$ cat config.mk
export PLATFORM = sky130hd
export DESIGN_NAME = mux_arbiter
export DESIGN_NICKNAME = d
export VERILOG_FILES = /design/src/rtl/mux_arbiter_pkg.sv /design/src/rtl/mux_arbiter_rr_grant.sv /design/src/rtl/mux_arbiter.sv
export SDC_FILE = /design/constraint.sdc
export NUM_CORES = 1
export LEC_CHECK = 0
export BUFFER_PORTS_ARGS = -buffer_cell sky130_fd_sc_hd__buf_2
export CAP_MARGIN = 10
export CELL_PAD_IN_SITES_DETAIL_PLACEMENT = 1
export CELL_PAD_IN_SITES_GLOBAL_PLACEMENT = 1
export CORE_ASPECT_RATIO = 0.7
export CORE_MARGIN = 2
export CORE_UTILIZATION = 44
export DETAILED_ROUTE_END_ITERATION = 8
export HOLD_SLACK_MARGIN = 0.06
export PLACE_DENSITY = 0.95
export SLEW_MARGIN = 20
export SYNTH_ARGS = -nofsm -noshare
export SYNTH_HDL_FRONTEND = slang
export SYNTH_SLANG_ARGS = --single-unit
$ cat constraint.sdc
create_clock -name clk -period 11.4 [get_ports clk]
set_input_delay 1.14 -clock clk [delete_from_list [all_inputs] [get_ports clk]]
set_output_delay 1.14 -clock clk [all_outputs]
set_load 0.03 [all_outputs]
$ cat src/rtl/mux_arbiter_pkg.sv
// mux_arbiter_pkg: shared mode encoding and width helper for the channel arbiter
package mux_arbiter_pkg;
    typedef enum logic {MODE_FIXED = 1'b0, MODE_RR = 1'b1} mux_mode_t;

    function automatic int sel_width(input int n);
        return (n > 1) ? $clog2(n) : 1;
    endfunction
endpackage

$ cat src/rtl/mux_arbiter_rr_grant.sv
// rr_grant: combinational rotating-priority finder starting just after ptr
module rr_grant #(
    parameter int NUM_CH = 32,
    parameter int SEL_W  = 5
) (
    input  logic [NUM_CH-1:0] req,
    input  logic [SEL_W-1:0]  ptr,
    output logic              gnt_valid,
    output logic [SEL_W-1:0]  gnt_idx
);
    logic [2*NUM_CH-1:0] dbl;
    logic [NUM_CH-1:0]   rot;
    always_comb begin
        dbl       = {req, req};
        rot       = NUM_CH'(dbl >> (32'(ptr) + 32'd1));
        gnt_valid = |req;
        gnt_idx   = '0;
        for (int i = NUM_CH - 1; i >= 0; i--)
            if (rot[i]) gnt_idx = SEL_W'((32'(ptr) + 32'd1 + 32'(i)) % NUM_CH);
    end
endmodule

$ cat src/rtl/mux_arbiter.sv
// mux_arbiter: N-to-1 valid/ready selector, fixed or round-robin, registered output
module mux_arbiter
    import mux_arbiter_pkg::*;
#(
    parameter  int NUM_CH = 32,
    parameter  int DATA_W = 5,
    localparam int SEL_W  = sel_width(NUM_CH)
) (
    input  logic                           clk,
    input  logic                           rst_n,
    input  logic [NUM_CH-1:0]              in_valid,
    input  logic [NUM_CH-1:0][DATA_W-1:0]  in_data,
    output logic [NUM_CH-1:0]              in_ready,
    input  logic                           mode,
    input  logic [SEL_W-1:0]               sel,
    output logic                           out_valid,
    output logic [DATA_W-1:0]              out_data,
    output logic [SEL_W-1:0]               out_chan,
    input  logic                           out_ready
);
    mux_mode_t          mode_e;
    logic               rr_v, gnt_v, load_ok, xfer;
    logic [SEL_W-1:0]   rr_idx, gnt;
    logic               valid_q, valid_d;
    logic [DATA_W-1:0]  data_q, data_d;
    logic [SEL_W-1:0]   chan_q, chan_d, ptr_q, ptr_d;

    rr_grant #(.NUM_CH(NUM_CH), .SEL_W(SEL_W)) u_rr (
        .req(in_valid), .ptr(ptr_q), .gnt_valid(rr_v), .gnt_idx(rr_idx)
    );

    // rst_n gates the handshake so a reset mid-transfer drops in_ready at once
    always_comb begin
        mode_e   = mux_mode_t'(mode);
        gnt      = (mode_e == MODE_RR) ? rr_idx : sel;
        gnt_v    = (mode_e == MODE_RR) ? rr_v : ((32'(sel) < NUM_CH) && in_valid[sel]);
        load_ok  = !valid_q || out_ready;
        xfer     = rst_n && gnt_v && load_ok;
        in_ready = xfer ? (NUM_CH'(1) << gnt) : '0;
        valid_d  = xfer || (valid_q && !out_ready);
        data_d   = xfer ? in_data[gnt] : data_q;
        chan_d   = xfer ? gnt : chan_q;
        ptr_d    = (xfer && mode_e == MODE_RR) ? gnt : ptr_q;
    end

    always_ff @(posedge clk or negedge rst_n) begin
        if (!rst_n) begin
            valid_q <= 1'b0;
            data_q  <= '0;
            chan_q  <= '0;
            ptr_q   <= SEL_W'(NUM_CH - 1);
        end else begin
            valid_q <= valid_d;
            data_q  <= data_d;
            chan_q  <= chan_d;
            ptr_q   <= ptr_d;
        end
    end

    assign out_valid = valid_q;
    assign out_data  = data_q;
    assign out_chan  = chan_q;
endmodule

==> out/metrics.yaml <==
layout:
  drive_gt1_frac: 0.351
  num_antenna_cells: 0
  nFillCells: 2343
  areaGrowthSynthToFinish_pct: 14.9
  fin_nets: 1404
logic_synthesis:
  syn_avg_cell_area_um2: 8.51
  ys_seq_elements: 16
  synth_common_cells: "mux2i_1, nand2_1, nor2_1"
  synth_top_area_frac: 0.147
  synthFlopType: "dfrtp_1"
  syn-cell-area_mm2: 0.00862
  yosysSeqAreaShare: 0.0471
  synth.yosys.warnings: 0
  syn_nets: 1223
  synth_area_leaders: "mux2i_1, mux4_2, mux2_2"
  ys_async_sr_fraction: 1.00
  synthMostInstantiatedCell: "mux2i_1"
  yosysTopAreaCell: "mux2i_1"
  synth_edf_count: 0
  yosys.cell_types.count: 96
  synth_cells: 1013
hold_path:
  worstHoldStart: "out_data[1]"
  hold_end: "out_data[1]"
  hp-class: "reg2reg"
  whs_path_depth: 2
grt:
  grt_pass1_wl_um: 67100
  overflow: 0
  antenna_found_initial: 2
  grt_pass1_vias: 11000
  track_usage: 0.424
  grt_max_degree: 54
timing:
  clock.fmax_mhz: 116
  max_slew_margin: 0.271
  fin_skew_ns: 0.00119
  fin_crit_sh: 0.759
  setup_tns_ns: 0
  rsz0062_at_grt: "no"
  hold_violations: 0
  setup_viol: 0
  post-route-min-period_ns: 8.65
  tightest_slew_ns: 1.09
  drv_slew: 0
clock_tree:
  worst_skew_pair.late_latency_ns: 0.26
  post-cts-setup-buffer-count: 0
  cts_inserted_buffers: 3
  htreeDepth: 1
  cts.path.max_buffers: 2
  cts.clk_slew.worst_paths_ns: 0.05
  cts_hold_buffers: 0
  post_cts_resized: 0
  clock-sinks: 16
  clock-root-buffer: "clkbuf_16"
  cts_tree: "done"
setup_path:
  cp.required_ns: 10.26
  arrival_ns: 7.51
  crit_path_start_kind: "flop"
  reg2reg_from: "ptr_q[4]"
  r2r_end: "out_data[4]"
  path_max_fanout: 31
  worst-setup-path-type: "reg2out"
  critPathCaptureType: "primary output"
  reg2reg_depth: 16
  r2r_slack_ns: 4.27
routing:
  wl_per_cell_um: 30.9
  drt-initial-drc-count: 1821
  ant_nets: 0
  finalWirelength_um: 45000
  via_per_inst: 7.59
  dr.pass1.iters: 6
  via_count: 11100
  drcViolationCount: 0
floorplanning:
  start_util: 0.452
  die_y_um: 121
  coreArea_mm2: 0.0191
  io_pins: 244
  die_w_um: 171
  die_area_mm2: 0.0208
  row_count: 42
placed_design:
  port_buffers: 243
  hpwl_um: 34800
  place.gp.congestion: 1.04
status:
  status: "finished clean"
job:
  drv_cap: 0
## worst max path at each step
| stage | start | cells after the start | to | slack (ns) |
|---|---|---|---|---|
| floorplan | ptr_q[0] | 24 | in_ready[12] | 4.62 |
| global placement | ptr_q[4] | 15 | in_ready[26] | 3.68 |
| detailed placement | ptr_q[4] | 15 | in_ready[26] | 3.44 |
| CTS | ptr_q[4] | 15 | in_ready[26] | 3.08 |
| global route | ptr_q[4] | 15 | in_ready[26] | 2.70 |
| finish | ptr_q[4] | 15 | in_ready[26] | 2.75 |
## layout make-up
cell class / instances / area (µm²) / share of cell area
clock buffers: 4 / 88.8 / 0.00897
inverters: 21 / 78.8 / 0.00796
multi-input cells: 891 / 7650 / 0.772
flip-flops and latches: 16 / 407 / 0.0410
well taps: 264 / 330 / 0.0333
repair buffers: 261 / 1350 / 0.136
## sequential cells by signal (all words and copies together) (netlist names)
signal and cells:
out_chan 5, out_data 5, out_valid 1, ptr_q 5
## per-layer routing
layer  up-vias  GRT usage  routed length (µm)
li1       4432          -                   -
met1      5299      0.538               16200
met4         0      0.201                2900
met5         -          0                   0
met3       267      0.126                6270
met2      1059      0.662               19700
## metrics by stage
| stage | setup WS, ns | instance area (µm²) | util | std cells | hold slack (ns) |
|---|---|---|---|---|---|
| 2_1_floorplan | 4.62 | 8620 | - | 1013 | 0.675 |
| 3_3_place_gp | 3.68 | 9820 | 0.515 | 1453 | 0.457 |
| 3_5_place_dp | 3.44 | 9820 | 0.515 | 1453 | 0.483 |
| 4_1_cts | 3.08 | 9910 | 0.519 | 1457 | 0.495 |
| 5_1_grt | 2.70 | 9910 | 0.519 | 1457 | 0.528 |
| 6_report | 2.75 | 9910 | 0.519 | 1457 | 0.502 |
## cells by family (layout without fill, tap and decap cells)
logic type	after synthesis	in the layout	share of synthesized area
mux	245	245	0.398
simple gates	291	291	0.171
buf+inv	106	286	0.0675
fa+ha+maj	9	9	0.0131
flops	16	16	0.0471
compound gates	321	321	0.278
xor+xnor	25	25	0.0254
## cells in the final DEF, fill, tap and decap left out, drive strengths merged, types with 11 or more instances in the layout
cell / synthesis / routed
o21ai: 51 / 51
mux4: 68 / 68
a22oi: 39 / 39
mux2i: 130 / 130
nand2: 89 / 89
inv: 21 / 21
a21o: 16 / 16
xnor2: 24 / 24
and2: 16 / 16
mux2: 47 / 47
nor2: 67 / 67
nor4: 24 / 24
a211oi: 19 / 19
nor3: 32 / 32
o211ai: 17 / 17
dfrtp: 11 / 11
nand3: 18 / 18
a21oi: 56 / 56
buf: 45 / 261
## worst max-delay path: stages, from the launching register on
cell	delay, ns
dfstp_2	1.07
buf_4	0.46
inv_1	0.07
buf_4	0.28
mux4_2	0.43
nor2_1	0.08
a211oi_1	0.93
nor2_1	0.43
a2111oi_2	0.47
o311a_2	0.27
nor3_4	0.07
o21ai_4	0.61
and2_1	0.83
inv_1	0.36
nor4_1	0.54
buf_2	0.29
Power is not shown: default switching activity piles up to over one toggle a cycle in this logic, so the estimate is an artifact.
